--- src/rtl/rv32_ifetch_unit.sv ---
// RV32 instruction fetch: one outstanding word read, 2-entry instruction queue,
// redirect handling with wrong-path response discard.
module rv32_ifetch_unit #(
    parameter logic [31:0] RESET_PC = 32'h0000_0000,
    parameter logic [31:0] NOP_INST = 32'h0000_0013
) (
    input  logic        clk,
    input  logic        rst_n,
    output logic        imem_req_valid,
    input  logic        imem_req_ready,
    output logic [31:0] imem_addr,
    input  logic        imem_rsp_valid,
    input  logic [31:0] imem_rsp_data,
    input  logic        pc_sel,
    input  logic [31:0] alu_target,
    input  logic        stall,
    output logic        inst_valid,
    output logic [31:0] inst,
    output logic [31:0] inst_pc
);
    // Handshakes: a request transfers on a rising edge where
    // imem_req_valid & imem_req_ready; a response is valid-only (no backpressure).
    typedef enum logic {S_IDLE = 1'b0, S_WAIT = 1'b1} state_t;

    state_t      r_state;
    state_t      w_state_nxt;
    logic        r_active;
    logic        r_drop;
    logic [31:0] r_fetch_pc;
    logic [31:0] r_req_pc;
    logic [31:0] r_q_data [2];
    logic [31:0] r_q_pc   [2];
    logic        r_head;
    logic [1:0]  r_count;
    logic        w_req_fire;
    logic        w_rsp_take;
    logic        w_push;
    logic        w_pop;
    logic        w_tail;
    logic [31:0] w_target_pc;

    always_ff @(posedge clk or negedge rst_n) begin
        if (!rst_n) begin
            r_state <= S_IDLE;
        end else begin
            r_state <= w_state_nxt;
        end
    end

    always_comb begin
        w_state_nxt = r_state;
        if (r_state == S_IDLE) begin
            if (w_req_fire) begin
                w_state_nxt = S_WAIT;
            end
        end else if (imem_rsp_valid) begin
            w_state_nxt = S_IDLE;
        end
    end

    // r_active holds requests off for the first cycle out of reset.
    always_comb begin
        imem_req_valid = r_active && (r_state == S_IDLE) && (r_count != 2'd2) && !pc_sel;
        w_req_fire     = imem_req_valid && imem_req_ready;
        w_rsp_take     = (r_state == S_WAIT) && imem_rsp_valid;
        w_push         = w_rsp_take && !r_drop && !pc_sel;
        w_pop          = inst_valid && !stall && !pc_sel;
    end

    assign w_target_pc = alu_target & 32'hFFFF_FFFC;
    assign w_tail      = r_head ^ r_count[0];
    assign imem_addr   = r_fetch_pc;
    assign inst_valid  = (r_count != 2'd0);
    assign inst        = inst_valid ? r_q_data[r_head] : NOP_INST;
    assign inst_pc     = inst_valid ? r_q_pc[r_head]   : 32'h0000_0000;

    always_ff @(posedge clk or negedge rst_n) begin
        if (!rst_n) begin
            r_active   <= 1'b0;
            r_fetch_pc <= RESET_PC;
            r_req_pc   <= RESET_PC;
            r_drop     <= 1'b0;
        end else begin
            r_active <= 1'b1;
            if (pc_sel) begin
                r_fetch_pc <= w_target_pc;
            end else if (w_req_fire) begin
                r_fetch_pc <= r_fetch_pc + 32'd4;
            end
            if (w_req_fire) begin
                r_req_pc <= r_fetch_pc;
            end
            // A redirect while waiting marks the in-flight response as wrong-path.
            if (w_rsp_take) begin
                r_drop <= 1'b0;
            end else if (pc_sel && (r_state == S_WAIT)) begin
                r_drop <= 1'b1;
            end
        end
    end

    always_ff @(posedge clk or negedge rst_n) begin
        if (!rst_n) begin
            r_head  <= 1'b0;
            r_count <= 2'd0;
        end else if (pc_sel) begin
            r_head  <= 1'b0;
            r_count <= 2'd0;
        end else begin
            if (w_pop) begin
                r_head <= ~r_head;
            end
            case ({w_push, w_pop})
                2'b10:   r_count <= r_count + 2'd1;
                2'b01:   r_count <= r_count - 2'd1;
                default: r_count <= r_count;
            endcase
        end
    end

    // Payload storage needs no reset; it is only visible while inst_valid=1.
    always_ff @(posedge clk) begin
        if (w_push) begin
            r_q_data[w_tail] <= imem_rsp_data;
            r_q_pc[w_tail]   <= r_req_pc;
        end
    end

endmodule

--- config.mk ---
export PLATFORM = sky130hd
export DESIGN_NAME = rv32_ifetch_unit
export DESIGN_NICKNAME = d
export VERILOG_FILES = /design/src/rtl/rv32_ifetch_unit.sv
export SDC_FILE = /design/constraint.sdc
export NUM_CORES = 1
export LEC_CHECK = 0
export ABC_AREA = 1
export CORE_ASPECT_RATIO = 1.1
export CORE_MARGIN = 2
export CORE_UTILIZATION = 55
export CTS_CLUSTER_DIAMETER = 50
export DETAILED_ROUTE_END_ITERATION = 12
export MAX_ROUTING_LAYER = met4
export PLACE_DENSITY_LB_ADDON = 0.08
export SKIP_CTS_REPAIR_TIMING = 1
export SYNTH_ARGS = -nofsm -noshare
export SYNTH_HDL_FRONTEND = slang
export SYNTH_SLANG_ARGS = --single-unit
--- constraint.sdc ---
create_clock -name clk -period 9.3 [get_ports clk]
set_clock_uncertainty 0.2 [all_clocks]
set_input_delay 0.93 -clock clk [delete_from_list [all_inputs] [get_ports clk]]
set_output_delay 0.93 -clock clk [all_outputs]
set_load 0.05 [all_outputs]
==> results.toml <==
[outcome]
status = "finished clean"

[die]
core_area_um2 = 14500
chipWidth_um = 121
die-area_um2 = 16000
initial_utilization_pct = 56.7
num_rows = 46
die_h_um = 132
ios = 168

[finish]
layout_common_cells = "nand2_1 (311), clkdlybuf4s50_1 (160), edfxtp_1 (124), dfrtp_1 (65), a21oi_1 (60)"
drive_gt1_share_pct = 5.36
final_common_cell = "nand2_1"
diodes = 0
fin_nets = 1065
final-seq-area_um2 = 5380
area_growth_syn_to_layout_pct = 28.2
fillers = 1090
multi_input_area_um2 = 2460

[global_routing]
antenna_found_initial = 0
grt_pass1_vias = 5906
grt_max_degree = 67
grt_usage_pct = 24.3
overflow = 0
grt_pass1_wl_um = 29100

[clock_tree]
clock_latency_ps = 420
clk_path_buf_depth = 2
cts_sinks = 190
clk_transition_reported_paths_ps = 60
cts_max_level = 4
cts_made_buffers = 17
root_buffer = "clkbuf_16"
cts_tree = "done"

[timing]
fmax_mhz = 250
max_slew_margin_pct = 26.1
hold_viol_final = 0
setup_tns_ps = 0
fin_crit_sh_pct = 43.0
fin_crit_ps = 4000
slew_violations = 0
finalSetupViolCount = 0
worst_pin_slew_ps = 1110
rsz0062_at_grt = "false"

[detailed_routing]
drt-initial-drc-count = 550
antenna_left = 0
viasPerCell = 5.22
first_pass_iters = 5
num_vias = 6257
postRouteWirelength_um = 18500
drc = 0
drt-wirelength-per-cell_um = 15.4

[worst_setup_path]
cp_data_required_time_ps = 8170
cp_data_arrival_time_ps = 2870
setup.worst_path.start_class = "flip-flop"
end_kind = "primary output"
worstPathMaxFanout = 64
crit_type = "reg2out"

[logic_synthesis]
synth_seq_cells = 190
yosysWarnings = 0
synth_ff_type = "edfxtp_1"
ys_types = 31
synthCells = 843
async_reset_ff_share_pct = 34.7
avgSynthCellArea_um2 = 9.76
synthTopCellsByArea = "edfxtp_1 (45%), dfrtp_1 (20%), nand2_1 (14%)"
synth_top_area_share_pct = 45.3
synth-seq-area-share_pct = 65.3
synth_area_leader_cell = "edfxtp_1"
synth-edff-count = 124
synth_area_um2 = 8230

[pwr]
finalPower_w = 0.00300
p_int_w = 0.00183
vdd_drop_max_uv = 116
netSwitchingFraction_pct = 39.2
powerDensity_nw_per_um2 = 285
leakagePower_nw = 4.16
comb_power_share_pct = 37.4
clock_power_share_pct = 24.0
seqPwrFrac_pct = 38.6
power_switching_w = 0.00118

[place]
gp_congestion = 0.911
hpwl_um = 12200
port_buffers = 161

[worst_hold_path]
worstHoldPathType = "reg2reg"

[run]
maxCapViolCount = 0
layer usage:
layer,vias to the layer above,wire [µm],GRT usage [%]
met5,-,0,-
met4,0,561,10.5
met3,39,1220,5.06
met2,217,9070,38.7
met1,2922,7630,30.3
li1,3079,-,-
cells in the mapped netlist, types with 6 or more instances:
master	instances
buf_2	6
o21ai_1	11
o21ai_0	41
buf_4	8
inv_1	57
dfrtp_1	66
a21oi_1	60
clkbuf_1	20
nand3_1	57
edfxtp_1	124
nand2_1	311
nor2_1	42
kinds of logic after synthesis:
family | synth area share, %
AND/OR/NAND/NOR | 21.3
flip-flops | 65.3
AO/OA/AOI/OAI | 7.27
buffers and inverters | 5.16
XOR/XNOR | 0.639
other | 0.0913
adder cells (fa/ha/maj) | 0.152
power by group through the flow:
stage          Combinational [W]  Sequential, W  Clock, W
2_1_floorplan           0.000692        0.00121         0
3_5_place_dp             0.00113        0.00117         0
3_3_place_gp             0.00111        0.00116         0
4_1_cts                  0.00113        0.00116  0.000731
6_report                 0.00112        0.00116  0.000720
5_1_grt                  0.00119        0.00117  0.000771
through the flow:
step                      instance area, µm²  util, %  setup WS (ps)  hold WS [ps]  cells
after detailed placement                9950     68.6           5390           257   1167
after global routing                   10500     72.7           5070           287   1199
after CTS                              10500     72.7           5280           272   1199
after floorplan                         8240        -           4660           242    846
after global placement                  9950     68.6           5390           250   1167
final                                  10500     72.7           5300           273   1199
layout make-up:
type | count | share of cell area, %
clock buffer | 21 | 4.27
clock inverter | 11 | 1.35
inverter | 61 | 2.17
multi-input combinational | 557 | 23.3
sequential | 190 | 51.0
tap | 192 | 2.28
timing repair buffer | 167 | 15.7
state kept, by name, summed over array words and instances (netlist names):
name	count
r_active	1
r_head	1
r_drop	1
r_count	2
r_q_pc	60
r_q_data	64
r_state	1
r_req_pc	30
imem_addr	30
critical path, cell delays in order, from the launching register on:
cell and delay, ps:
dfrtp_2 400, inv_2 760, nand2_1 110, a21oi_1 260, clkdlybuf4s50_1 850
worst paths after layout:
check	cells after the start	to	slack, ps	from
worst max-delay path	4	inst_pc[14]	5300	r_head
worst min-delay path	0	r_q_pc[1][7]	270	r_req_pc[7]
worst max register to register	5	r_q_data[0][10]	6240	r_head
worst min register to register	0	r_q_pc[1][7]	270	r_req_pc[7]
max in group asynchronous	2	r_head	7780	rst_n
min in group asynchronous	2	imem_addr[7]	490	rst_n
Power figures use the tool's default switching activity.
==> RTL edit: new RTL, same settings <==
Add an input register stage for `alu_target`, with the module's reset; this delays it by one clock. The other inputs are not delayed to match.
--- a/src/rtl/rv32_ifetch_unit.sv
+++ b/src/rtl/rv32_ifetch_unit.sv
@@ -22,4 +22,14 @@
     // imem_req_valid & imem_req_ready; a response is valid-only (no backpressure).
     typedef enum logic {S_IDLE = 1'b0, S_WAIT = 1'b1} state_t;
+
+    logic [31:0] alu_target_q;
+
+    always_ff @(posedge clk or negedge rst_n) begin
+        if (!rst_n) begin
+            alu_target_q <= '0;
+        end else begin
+            alu_target_q <= alu_target;
+        end
+    end
 
     state_t      r_state;
@@ -68,5 +78,5 @@
     end
 
-    assign w_target_pc = alu_target & 32'hFFFF_FFFC;
+    assign w_target_pc = alu_target_q & 32'hFFFF_FFFC;
     assign w_tail      = r_head ^ r_count[0];
     assign imem_addr   = r_fetch_pc;
Check against the original RTL: not equivalent (a bounded check fails within 4 cycles, from zero or initial values and one cycle with rst_n low).
==> RTL edit against the original RTL <==
  * Clock power grew 21%
  * Synthesized area is 9.3% higher
  * Critical path depth is the same
  * Hold slack got worse by 76 ps
  * Final cell count grew 3.8%
  * Sequential share of layout area up 2.6 points
  * Sequential cell count rose by 30
  * Non-clock buffer count did not move
  * Cell area increased by 8.5%
  * Routed wire length rose by 4.4%
  * Global-route usage decreased by 1.5 points
  * Setup slack worse by 52 ps
  * Register-to-register slack improved by 240 ps
  * Total power up 3.7%
==> RTL edit: results (changes against the original RTL) <==
* Number of global-route vias before repair: 6,300 (+6.7%)
* Leak pwr: 4.581 nW (+10%)
- Number of unique standard cell types used by synthesis: 28 (-9.7%)
- The final HPWL from detailed placement is 12,330 um (+0.66%).
- Clock Path Buffers: 3 (+1)
- Number of enable-type register cells in the synthesized netlist: 124 (unchanged)
- Maximum ir drop on the vdd rail: 0.1702 mV (+46%)
- The total global routing track utilization was 22.81% (-1.5 points).
- Pre-Repair DR Iteration Count: 5 (unchanged)
- Final estimated routing congestion in global placement: 0.9029 (-0.88%)
* Worst path arrival time: 2920 ps (+50 ps)
* Antenna viol nets, final: 0 (unchanged)
* Leading post-synthesis cells by cell area: sky130_fd_sc_hd__edfxtp_1, sky130_fd_sc_hd__dfrtp_1, sky130_fd_sc_hd__nand2_1
* Largest net degree at the start of global routing: 65 (-3.0%)
- Ys flop type: sky130_fd_sc_hd__edfxtp_1
* Synth Warn #: 0 (unchanged)
* Antenna cell count: 0 (unchanged)
- Std cell rows: 49 (+6.5%)
- Slowest stage delay, CP: 850 ps (about the same)
* R2R setup slack: 6480 ps (+240 ps)
- CTS root buf: sky130_fd_sc_hd__clkbuf_16
- Layout Nets: 1,095 (+2.8%)
- The count of vias placed by the detailed router came to 6,416 (+2.5%).
* Ratio of cells with drive above 1 in the final layout: 6.250% (+0.89 points)
- Number of H-tree levels: 1 (-3)
- The count of input and output buffers is 161 (unchanged).
* Area of placed instances: 0.01072 mm^2 (+7.7%)
- The run finished with clean final reports.
- Worst reg2reg path startpoint: r_head
- Largest fanout of any net on the critical path: 64 (unchanged)
- The sequential-to-total area share from yosys stat came to 68.12% (+2.8 points).
- The max-slew headroom at the worst pin came to 25.51% (-0.62 points).
- The total wire length was 19,300 um (+4.4%).
* Share of flip-flops with an asynchronous set or reset after synthesis: 43.64% (+8.9 points)
- The worst-case reg-to-reg path depth was 5 (unchanged).
- CP max stage cell: sky130_fd_sc_hd__clkdlybuf4s50_1
- Clock-pin slew reported for the worst setup and hold paths after clock tree synthesis: 60 ps (about the same)
- Endpoint of the worst-slack reg-to-reg timing path: r_q_data[0][23]
* First-pass GRT wire length: 31,190 um (+7.1%)
* Number of antenna violations at the first check in global routing: 0 (unchanged)
* Detailed Route Iter0 Violations: 454 (-17%)
* Path type of the worst min-delay path: in -> async
* Number of buffers added by the clock tree synthesis step: 22 (+5)
* Largest registers ranked by flip-flop count: r_q_data: 64 flops, r_q_pc: 60 flops
* Clock latency on the worst-skew pair: 500 ps (+80 ps)
* Smallest hold slack: 196.9 ps (-76.29 ps)
- Counting instances in the post-synthesis netlist gives the leading cell types as sky130_fd_sc_hd__nand2_1, sky130_fd_sc_hd__edfxtp_1, sky130_fd_sc_hd__dfrtp_1, sky130_fd_sc_hd__a21oi_1, sky130_fd_sc_hd__nand3_1.
-- RTL edit: per-stage QoR --
stage,power [mW],worst slack [ps],cells,utilization (%)
floorplan,1.910,4659,871,-
global placement,2.247,5489,1204,66.25
detailed placement,2.267,5419,1204,66.25
CTS,3.141,5180,1244,70.72
global route,3.258,5059,1244,70.72
finish,3.114,5250,1244,70.72
-- RTL edit: area by class of cell --
type | count | area [um^2]
clock inverters | 6 | 57.56
clock buffers | 34 | 665.6
well taps | 204 | 255.2
fillers | 1207 | 4740
multi-input cells | 555 | 2469
inverters | 58 | 217.7
flip-flops and latches | 220 | 6127
repair buffers | 167 | 1654
-- RTL edit: per-layer routing --
layer  global-route usage [%]  wire length [um]
met3                    3.793              1182
met2                    36.73              9399
met1                    30.41              8335
met5                        -                 0
met4                    6.478               378
-- RTL edit: logic make-up (layout without fill, tap and decap cells) --
| logic type | Yosys count | count (layout) | share of synthesized area [%] |
|---|---|---|---|
| flip-flops | 220 | 220 | 68.12 |
| adder cells (fa/ha/maj) | 1 | 1 | 0.1391 |
| other | 2 | 5 | 0.08352 |
| buffers and inverters | 96 | 265 | 4.772 |
| XOR/XNOR | 5 | 5 | 0.4871 |
| AND/OR/NAND/NOR | 427 | 427 | 19.77 |
| AO/OA/AOI/OAI | 117 | 117 | 6.623 |
-- RTL edit: how the worst max path moves through the flow --
stage / slack [ps] / startpoint / cells after the start / endpoint
after floorplan: 4660 / pc_sel / 4 / r_q_data[0][0]
after global placement: 5490 / pc_sel / 8 / imem_addr[2]
after detailed placement: 5420 / pc_sel / 8 / imem_addr[2]
after CTS: 5180 / r_head / 4 / inst_pc[12]
after global routing: 5060 / r_head / 4 / inst_pc[26]
final: 5250 / r_head / 4 / inst_pc[12]
-- RTL edit: power breakdown --
part           switching, mW  leakage [nW]  internal (mW)
Clock                  0.349         0.358          0.521
Sequential            0.0902          2.29           1.17
Combinational          0.689          1.93          0.298
Total                   1.13          4.58           1.99
-- RTL edit: critical path: cells and delay by family (launching register included) --
kind / cells / cell delay [ps]
buf+inv: 2 / 1650
simple gates: 1 / 120
compound gates: 1 / 250
flops: 1 / 400
